### config.mk
export PLATFORM = sky130hd
export DESIGN_NAME = ic_slave_aw_arb
export DESIGN_NICKNAME = d
export VERILOG_FILES = /design/src/rtl/ic_arb_pkg.sv /design/src/rtl/ic_rr_pick.sv /design/src/rtl/ic_slave_aw_arb.sv
export SDC_FILE = /design/constraint.sdc
export NUM_CORES = 1
export LEC_CHECK = 0
export BUFFER_PORTS_ARGS = -buffer_cell sky130_fd_sc_hd__buf_4
export CAP_MARGIN = 20
export CORE_AREA = 3 3 50 52
export CTS_BUF_LIST = sky130_fd_sc_hd__clkbuf_16
export DETAILED_ROUTE_END_ITERATION = 12
export DIE_AREA = 0 0 53 55
export PLACE_DENSITY = 0.74
export REMOVE_ABC_BUFFERS = 1
export SKIP_CTS_REPAIR_TIMING = 1
export SLEW_MARGIN = 20
export SYNTH_ARGS = -nofsm -noshare
export SYNTH_HDL_FRONTEND = slang
export SYNTH_SLANG_ARGS = --single-unit
### constraint.sdc
create_clock -name clk -period 2.7 [get_ports clk]
set_input_delay 0.54 -clock clk [delete_from_list [all_inputs] [get_ports clk]]
set_output_delay 0.54 -clock clk [all_outputs]
set_load 0.01 [all_outputs]
### src/rtl/ic_arb_pkg.sv
// Shared arbiter definitions: FSM state encoding and one-hot to index conversion.
package ic_arb_pkg;

  typedef enum logic {
    ARB_IDLE  = 1'b0,
    ARB_GRANT = 1'b1
  } arb_state_e;

  localparam int ARB_MAX_MSTR = 8;

  function automatic logic [2:0] onehot_to_idx(input logic [ARB_MAX_MSTR-1:0] oh);
    logic [2:0] idx;
    idx = 3'd0;
    for (int i = 0; i < ARB_MAX_MSTR; i++) begin
      if (oh[i]) begin
        idx = idx | 3'(i);
      end
    end
    return idx;
  endfunction

endpackage

### src/rtl/ic_rr_pick.sv
// Rotating-priority picker: first set request at or above ptr_i, wrapping at N-1.
module ic_rr_pick #(
  parameter int N = 4,
  parameter int W = 2
) (
  input  logic [N-1:0] req_i,
  input  logic [W-1:0] ptr_i,
  output logic [N-1:0] gnt_o
);

  localparam logic [W:0] NUM_C = (W+1)'(N);

  always_comb begin
    logic       found;
    logic [W:0] pos;
    gnt_o = '0;
    found = 1'b0;
    pos   = '0;
    for (int i = 0; i < N; i++) begin
      pos = {1'b0, ptr_i} + (W+1)'(i);
      if (pos >= NUM_C) begin
        pos = pos - NUM_C;
      end else begin
        pos = pos;
      end
      if (!found && req_i[pos[W-1:0]]) begin
        gnt_o[pos[W-1:0]] = 1'b1;
        found             = 1'b1;
      end else begin
        found = found;
      end
    end
  end

endmodule

### src/rtl/ic_slave_aw_arb.sv
// Per-slave AW arbiter with outstanding-write cap.
// IC_AW_ARB_FIXED_PRIO_EN selects fixed lowest-index priority instead of round-robin.
module ic_slave_aw_arb
  import ic_arb_pkg::*;
#(
  parameter int MSTR_NUM        = 4,
  parameter int MSTR_BITS       = 2,
  parameter int MAX_OUTSTANDING = 8,
  parameter int CNT_BITS        = 4
) (
  input  logic                 clk,
  input  logic                 reset,
  input  logic [MSTR_NUM-1:0]  M_AWREQ,
  output logic [MSTR_NUM-1:0]  M_AWREADY,
  output logic                 S_AWVALID,
  input  logic                 S_AWREADY,
  input  logic                 S_WVALID,
  input  logic                 S_WREADY,
  input  logic                 S_WLAST,
  output logic [MSTR_NUM-1:0]  AW_GRANT,
  output logic [MSTR_BITS-1:0] AWMSTR,
  output logic [CNT_BITS-1:0]  OUTSTANDING,
  output logic                 ARB_FULL
);

  localparam logic [CNT_BITS-1:0]  MAX_C  = CNT_BITS'(MAX_OUTSTANDING);
  localparam logic [MSTR_BITS-1:0] LAST_C = MSTR_BITS'(MSTR_NUM - 1);

  arb_state_e            state_q;
  logic [MSTR_NUM-1:0]   grant_q;
  logic [MSTR_BITS-1:0]  awmstr_q;
  logic                  awvalid_q;
  logic [CNT_BITS-1:0]   cnt_q;
  logic [CNT_BITS-1:0]   cnt_d;
  logic                  full_q;
  logic [MSTR_NUM-1:0]   win_s;
  logic [MSTR_BITS-1:0]  pick_ptr_s;
  logic                  aw_hs_s;
  logic                  retire_s;

`ifdef IC_AW_ARB_FIXED_PRIO_EN
  assign pick_ptr_s = '0;
`else
  logic [MSTR_BITS-1:0] ptr_q;

  // Pointer moves just past the master whose AW handshake completed.
  always_ff @(posedge clk) begin
    if (reset) begin
      ptr_q <= '0;
    end else if (aw_hs_s) begin
      ptr_q <= (awmstr_q == LAST_C) ? '0 : awmstr_q + MSTR_BITS'(1);
    end else begin
      ptr_q <= ptr_q;
    end
  end

  assign pick_ptr_s = ptr_q;
`endif

  ic_rr_pick #(
    .N (MSTR_NUM),
    .W (MSTR_BITS)
  ) u_pick (
    .req_i (M_AWREQ),
    .ptr_i (pick_ptr_s),
    .gnt_o (win_s)
  );

  assign aw_hs_s  = (state_q == ARB_GRANT) && S_AWREADY;
  assign retire_s = S_WVALID && S_WREADY && S_WLAST;

  // Outstanding count; a new AW never arrives at the cap because full blocks grants.
  always_comb begin
    cnt_d = cnt_q;
    if (aw_hs_s && !retire_s) begin
      cnt_d = cnt_q + CNT_BITS'(1);
    end else if (!aw_hs_s && retire_s && (cnt_q != '0)) begin
      cnt_d = cnt_q - CNT_BITS'(1);
    end else begin
      cnt_d = cnt_q;
    end
  end

  // Grant FSM with registered grant, index and AWVALID.
  always_ff @(posedge clk) begin
    if (reset) begin
      state_q   <= ARB_IDLE;
      grant_q   <= '0;
      awmstr_q  <= '0;
      awvalid_q <= 1'b0;
      cnt_q     <= '0;
      full_q    <= 1'b0;
    end else begin
      cnt_q  <= cnt_d;
      full_q <= (cnt_d == MAX_C);
      case (state_q)
        ARB_IDLE: begin
          if ((|M_AWREQ) && !full_q) begin
            state_q   <= ARB_GRANT;
            grant_q   <= win_s;
            awmstr_q  <= MSTR_BITS'(onehot_to_idx(ARB_MAX_MSTR'(win_s)));
            awvalid_q <= 1'b1;
          end else begin
            state_q   <= ARB_IDLE;
            grant_q   <= '0;
            awvalid_q <= 1'b0;
          end
        end
        ARB_GRANT: begin
          if (S_AWREADY) begin
            state_q   <= ARB_IDLE;
            grant_q   <= '0;
            awvalid_q <= 1'b0;
          end else begin
            state_q   <= ARB_GRANT;
            awvalid_q <= 1'b1;
          end
        end
        default: begin
          state_q   <= ARB_IDLE;
          grant_q   <= '0;
          awvalid_q <= 1'b0;
        end
      endcase
    end
  end

  assign M_AWREADY   = grant_q & {MSTR_NUM{S_AWREADY}};
  assign S_AWVALID   = awvalid_q;
  assign AW_GRANT    = grant_q;
  assign AWMSTR      = awmstr_q;
  assign OUTSTANDING = cnt_q;
  assign ARB_FULL    = full_q;

endmodule

## After elaboration in Yosys (flattened, before gate mapping)

Cells that the tools add are included.

| cells by class | value |
|---|---|
| bitwise gates (word level) | 5 |
| muxes and demuxes | 39 |
| div/mod/pow operators | 0 |
| add/sub/neg operators | 10 |
| equality and inequality tests | 3 |
| magnitude comparators | 12 |
| $mul | 0 |
| reduce and logical (&&, ||, !) cells | 23 |
| shifts and indexed selects | 0 |

Operators with widths:

| cell | count |
|---|---|
| 4-bit 2-to-1 mux | 8 |
| 1-bit logical AND | 14 |
| 1-bit 2-to-1 mux | 14 |
| 2-bit 2-to-1 mux | 7 |
| 2-bit by 3-bit < comparator with 1-bit output (second input constant) | 4 |
| 4-bit bitwise OR | 3 |
| 3-bit greater-or-equal comparator (second input constant) | 3 |
| 1-bit binary-select mux with 2-bit select | 4 |
| 1-bit demux with 2-bit select | 4 |
| 2-bit by 1-bit greater-or-equal comparator with 1-bit output (second input constant) | 4 |
| 4-bit case mux with 2 select lines | 1 |
| 2-bit by 1-bit subtractor with 2-bit output (second input constant) | 4 |
| 2-bit by 2-bit adder with 3-bit output (second input constant) | 2 |
| 1-bit logical NOT | 6 |
| 4-bit by 1-bit adder with 4-bit output (second input constant) | 1 |
| 4-bit AND | 1 |
| 4-bit equality test (second input constant) | 1 |
| 4-bit nonzero test | 1 |
| 4-bit OR reduction | 1 |
| 4-bit by 1-bit subtractor with 4-bit output (second input constant) | 1 |
| 2-bit by 1-bit adder with 3-bit output (second input constant) | 1 |
| 2-bit by 3-bit greater-or-equal comparator with 1-bit output (second input constant) | 1 |
| 2-bit by 1-bit adder with 2-bit output (second input constant) | 1 |
| 2-bit equality test (second input constant) | 1 |
| 4 further kinds | 4 |

| word-level totals | value |
|---|---|
| output and inout bits | 16 |
| word-level logic and storage cells | 98 |
| input bits | 10 |
| bits in registers | 14 |
| bits in latches | 0 |
| memory bits (writable) | 0 |
| bits in read-only memories | 0 |
| memories kept | 0 |

## Logic depth before layout (Yosys ltp)

Gate-level depths: netlist of the first run.

| depth | value |
|---|---|
| word-level depth | 17 |
| gate-level depth with buffers | 8 |
| depth with buffers taken out | 7 |

## Cells and area by module

Synthesis of the first run repeated with hierarchy kept, for this count alone.

| second synthesis, totals | value |
|---|---|
| cells, all modules | 112 |
| area total of the unflattened synthesis | 1016.0 um^2 |

By module, submodules not included:

| module | instances | cells an instance | area each (um^2) | seq. area each (um^2) |
|---|---|---|---|---|
| ic_slave_aw_arb | 1 | 82 | 713.2 | 280.3 |
| ic_rr_pick | 1 | 30 | 302.8 | 0.0 |

## Worst setup path after synthesis of the first run

Ideal clock, no wire load.

| timing path | value |
|---|---|
| kind | register to register |
| start | reg ptr_q[0], in the netlist pick_ptr_s[0] |
| end | reg grant_q[0], in the netlist AW_GRANT[0] |
| period minus slack after synthesis | 2.381 ns |
| path buffers | 1 |
| library setup time | 0.092 ns |
| slack | 0.319 ns |
| required time | 2.608 ns |
| stages on the path, launching flop included | 9 |
| data arrival time | 2.289 ns |
| path through | dfxtp_1 buf_2 inv_2 ha_1 mux4_2 or4b_1 a21oi_1 a221oi_1 o32ai_1 |

| between the ends | value |
|---|---|
| cells in the longest elaborated chain, start to end | 16 |
| elaborated cells between the ends (all ways) | 61 |
| those cells by class | add/sub (7); order compare (12); mux (29); bitwise (3); reduce/logical (10) |

Ends and longest elaborated chain:

| element | line | RTL |
|---|---|---|
| start, declared | ic_slave_aw_arb.sv:44 | `logic [MSTR_BITS-1:0] ptr_q;` |
| start signal, assigned | ic_slave_aw_arb.sv:51 | `ptr_q <= (awmstr_q == LAST_C) ? '0 : awmstr_q + MSTR_BITS'(1);` |
| start signal, assigned | ic_slave_aw_arb.sv:53 | `ptr_q <= ptr_q;` |
| branches (longest 13 deep; another with 2-bit by 1-bit adder with 3-bit output) | n/a |  |
| 4-bit 2-to-1 mux * | ic_rr_pick.sv:26 | `if (!found && req_i[pos[W-1:0]]) begin` |
| 4-bit 2-to-1 mux * | ic_slave_aw_arb.sv:98 | `if ((\|M_AWREQ) && !full_q) begin` |
| 4-bit case mux with 2 select lines * | ic_slave_aw_arb.sv:96 | `case (state_q)` |
| end signal, assigned | ic_slave_aw_arb.sv:100 | `grant_q <= win_s;` |
| end, declared | ic_slave_aw_arb.sv:30 | `logic [MSTR_NUM-1:0] grant_q;` |

Mark *: on every way between the ends. The select of a mux whose other input is x is not followed.
A chain may end at the register's enable or synchronous reset.

## Worst setup path after layout of the first run

Same ends and word-level chain as after synthesis.

==> flow_summary.ini, run 1 <==
[cells_and_area]
syn2layout_area_growth_pct = 28.5
final_cell_mix = buf_4, nand2_1, dfxtp_1, inv_1, ha_1
num_antenna_cells = 0
postLayoutCoreUtil = 0.631
mostFrequentLayoutCell = buf_4
drive_above_1_share = 0.214
nets = 179

[synthesis]
synth_edf_count = 0
synth.cell_area_mm2 = 0.00105
synthMuxAreaShare = 0.0427
synth_seq_cells = 14
synth_top_family_by_area = simple AND/OR/NAND/NOR gates
ys_seq_area_frac = 0.266
synth-xor-area-share = 0.0249
synthArstFlopShare = 0
syn_area_per_cell_um2 = 7.99
synth_cells = 132
synth_ff_type = dfxtp_1
synth_compound_area_frac = 0.217
synthSimpleGateAreaFrac = 0.292
yosysUniqueCellTypes = 41
synthAdderAreaFrac = 0.107
yosysWarnings = 0

[global_routing]
grt_pass1_vias = 913
grt_overflow = 0
grt_util_all_layers = 0.183
grt_max_degree = 16
grt_pass1_wl_um = 3860
antenna_found_initial = 0

[floorplanning]
start_util = 0.491
die_h_um = 55
io_pins = 26
rows = 17
die_area_mm2 = 0.00292
core-area_mm2 = 0.00215
die_x_um = 53

[worst_hold_path]
hold_class = reg2reg
hold_depth = 2
min-delay-start = AW_GRANT[0]
holdPathEnd = AW_GRANT[0]

[cts]
clk_pin_slew_ns = 0.05
clock_sinks = 14
cts.path.max_buffers = 2
clk-insertion-delay-late_ns = 0.25
cts_buffers = 3
clockRootBuffer = clkbuf_16
htree_num_levels = 1
cts_tree = built

[pwr]
peakVddDrop_uv = 287
p_per_area_mw_per_mm2 = 515
leakagePower_nw = 0.582
p_total_mw = 0.697

[sta]
finalHoldViolations = 0
setup_violations = 0
finalMaxSlewViolations = 0
finalCriticalPeriod_ns = 2.25
rsz0062_at_grt = no
tightest_slew_ns = 0.674
holdWs_ns = 0.485
slew_headroom = 0.547
period_share = 0.833
setup_tns_ns = 0
fin_skew_ns = 0.00285
fmax_mhz = 445

[critical_path]
rr_endpoint = AW_GRANT[0]
worstPathRequired_ns = 2.86
end_kind = flip-flop
critPathLaunchType = flip-flop
reg2reg_slack_ns = 0.45
ff2ff_path_depth = 7
path_class = reg2reg
path_max_fanout = 6
timing.rr.start = pick_ptr_s[0]
critPathArrivalTime_ns = 2.40

[drt]
first_pass_iters = 4
wl_per_cell_um = 13.4
antenna_left = 0
vias = 1056
wirelength_um = 2500
viasPerCell = 5.65
drt_iter0_markers = 11
drc = 0

[run]
max_cap_viol_count = 0

[placed_design]
io_buffers = 25
gp_congestion = 0.783
dpl.hpwl_um = 1900

[run_status]
status = completed
synthesized netlist by cell type, types with 2 or more instances:
cell	number	area, um2
nand3b_1	2	15.0
a221oi_1	2	17.5
xor2_1	2	17.5
nor3b_1	4	30.0
nand2_1	15	56.3
inv_1	9	33.8
and3b_1	2	17.5
nor2b_1	2	12.5
o22ai_1	2	12.5
dfxtp_1	14	280
and2_1	5	31.3
nand3_1	5	25.0
ha_1	9	113
mux4_2	2	45.0
o21ai_0	3	15.0
nor3_1	6	30.0
a21oi_1	8	40.0
a311oi_1	3	26.3
nor4_1	3	18.8
clkbuf_1	3	11.3
o32ai_1	3	26.3
nand2b_1	2	12.5
nor2_1	8	30.0
per-layer routing:
layer,global-route usage,wire length (um),share of wire
met1,0.229,1200,0.48
met4,0.102,48,0.019
met3,0.0322,136,0.054
met2,0.298,1120,0.45
met5,0,0,0
how the worst max path moves through the flow:
| stage | from | to | slack, ns | cells past startpoint |
|---|---|---|---|---|
| 6_report | pick_ptr_s[0] | AW_GRANT[0] | 0.45 | 7 |
| 3_3_place_gp | pick_ptr_s[0] | AW_GRANT[0] | 0.51 | 7 |
| 5_1_grt | pick_ptr_s[0] | AW_GRANT[0] | 0.35 | 7 |
| 4_1_cts | pick_ptr_s[0] | AW_GRANT[0] | 0.44 | 7 |
| 3_5_place_dp | pick_ptr_s[0] | AW_GRANT[0] | 0.46 | 7 |
| 2_1_floorplan | pick_ptr_s[0] | AW_GRANT[0] | 0.32 | 7 |
per-stage QoR:
step | std cells | setup WS (ns) | cell area, um2
global placement | 183 | 0.505 | 1280
floorplan | 128 | 0.319 | 1040
detailed placement | 183 | 0.461 | 1280
CTS | 187 | 0.442 | 1360
finish | 187 | 0.451 | 1360
global route | 187 | 0.348 | 1360
worst max-delay path: stages (launching register included):
cell,delay [ns]
dfxtp_1,0.34
inv_2,0.06
ha_1,0.36
mux4_2,0.59
or4b_1,0.48
a21oi_1,0.15
a221oi_1,0.06
o32ai_1,0.12
power by group:
| group | leakage [nW] | internal, mW | switching, mW | total (mW) |
|---|---|---|---|---|
| sequential | 0.114 | 0.223 | 0.0161 | 0.239 |
| combinational | 0.429 | 0.0809 | 0.0931 | 0.174 |
| clock | 0.0385 | 0.196 | 0.0881 | 0.284 |
| total | 0.582 | 0.500 | 0.197 | 0.697 |
cell families (layout without fill, tap and decap cells):
group,Yosys count,after routing
buf+inv,14,41
simple gates,58,58
mux,2,2
xor+xnor,3,3
flops,14,14
compound gates,32,32
fa+ha+maj,9,9
cell type report:
cell class | instances | area [um2]
fillers | 199 | 793
multi-input cells | 104 | 721
flip-flops and latches | 14 | 280
repair buffers | 27 | 203
clock buffers | 3 | 75.1
inverters | 10 | 37.5
well taps | 28 | 35.0
clock inverters | 1 | 3.75
registers in the layout (all words and copies together) (netlist names):
signal / count
ARB_FULL: 1
pick_ptr_s: 2
AWMSTR: 2
OUTSTANDING: 4
S_AWVALID: 1
AW_GRANT: 4
Power figures use the tool's default switching activity.
==> run 2: changes to the inputs <==
Clock period 2.7 ns to 2.1 ns, I/O delays scaled along.
==> flow_summary.ini, run 2 (synthesis gave the netlist of run 1 again) <==
[cts]
cts.path.max_buffers = 2
clk-insertion-delay-late_ns = 0.24
clk_pin_slew_ns = 0.05
cts_buffers = 3
clock_sinks = 14
htree_num_levels = 1
cts_tree = built
clockRootBuffer = clkbuf_16

[drt]
drc = 0
wirelength_um = 2700
viasPerCell = 5.69
antenna_left = 0
first_pass_iters = 4
drt_iter0_markers = 19
wl_per_cell_um = 14.0
vias = 1099

[sta]
finalHoldViolations = 0
setup_tns_ns = -0.0618
slew_headroom = 0.550
period_share = 1.02
fmax_mhz = 467
fin_skew_ns = 0.00475
finalMaxSlewViolations = 0
holdWs_ns = 0.459
rsz0062_at_grt = yes
finalCriticalPeriod_ns = 2.14
setup_violations = 2
tightest_slew_ns = 0.670
setup_ws_ns = -0.0423

[pwr]
leakagePower_nw = 0.621
p_total_mw = 0.929
p_per_area_mw_per_mm2 = 639
peakVddDrop_uv = 458

[worst_hold_path]
hold_class = in2reg
hold_depth = 2

[global_routing]
grt_pass1_wl_um = 4130
grt_max_degree = 16
grt_pass1_vias = 946
antenna_found_initial = 0
grt_overflow = 0
grt_util_all_layers = 0.191

[critical_path]
worstPathRequired_ns = 2.24
critPathLaunchType = flip-flop
path_max_fanout = 5
ff2ff_path_depth = 7
end_kind = flip-flop
critPathArrivalTime_ns = 2.28
path_class = reg2reg

[floorplanning]
rows = 17
io_pins = 26
die_area_mm2 = 0.00292
die_h_um = 55
start_util = 0.491
die_x_um = 53
core-area_mm2 = 0.00215

[cells_and_area]
syn2layout_area_growth_pct = 37.7
nets = 185
drive_above_1_share = 0.291
num_antenna_cells = 0
postLayoutCoreUtil = 0.676
final_cell_mix = buf_4, nand2_1, dfxtp_1
mostFrequentLayoutCell = buf_4
final_cells = 193
final_area_mm2 = 0.00145

[run]
max_cap_viol_count = 0

[placed_design]
placed_cells = 186
dpl.hpwl_um = 1920
gp_congestion = 0.812
pre_cts_ws_ns = -0.0689
place_area_mm2 = 0.00130
io_buffers = 25

[run_status]
violations = setup timing
status = finished with violations
run 2: final timing paths:
kind                            slack [ns]             to          start
worst max-delay path                 -0.04      AWMSTR[1]  pick_ptr_s[1]
worst min-delay path                  0.46  pick_ptr_s[1]          reset
worst max register to register       -0.04      AWMSTR[1]  pick_ptr_s[1]
worst min register to register        0.49    AW_GRANT[2]    AW_GRANT[2]
run 2: area by class of cell:
class / count / area (um2)
fillers: 182 / 696
repair buffers: 33 / 251
flip-flops and latches: 14 / 283
well taps: 28 / 35.0
multi-input cells: 104 / 767
inverters: 10 / 37.5
clock buffers: 3 / 75.1
clock inverters: 1 / 3.75
run 2: power by group:
part           switching [mW]  internal (mW)
registers              0.0210          0.287
clock network           0.103          0.251
logic                   0.138          0.128
run 2: per-layer routing:
metal	track usage	up-vias	share of wire
li1	-	557	-
met1	0.248	501	0.47
met2	0.320	39	0.46
met3	0.0322	2	0.063
met4	0.0638	0	0.0093
met5	0	-	0
run 2: worst max-delay path: stages (launching register included):
cell and delay (ns):
dfxtp_2 0.33, inv_2 0.05, ha_4 0.26, mux4_2 0.50
buf_6 0.15, a311oi_4 0.32, a211oi_2 0.14, a311oi_1 0.28
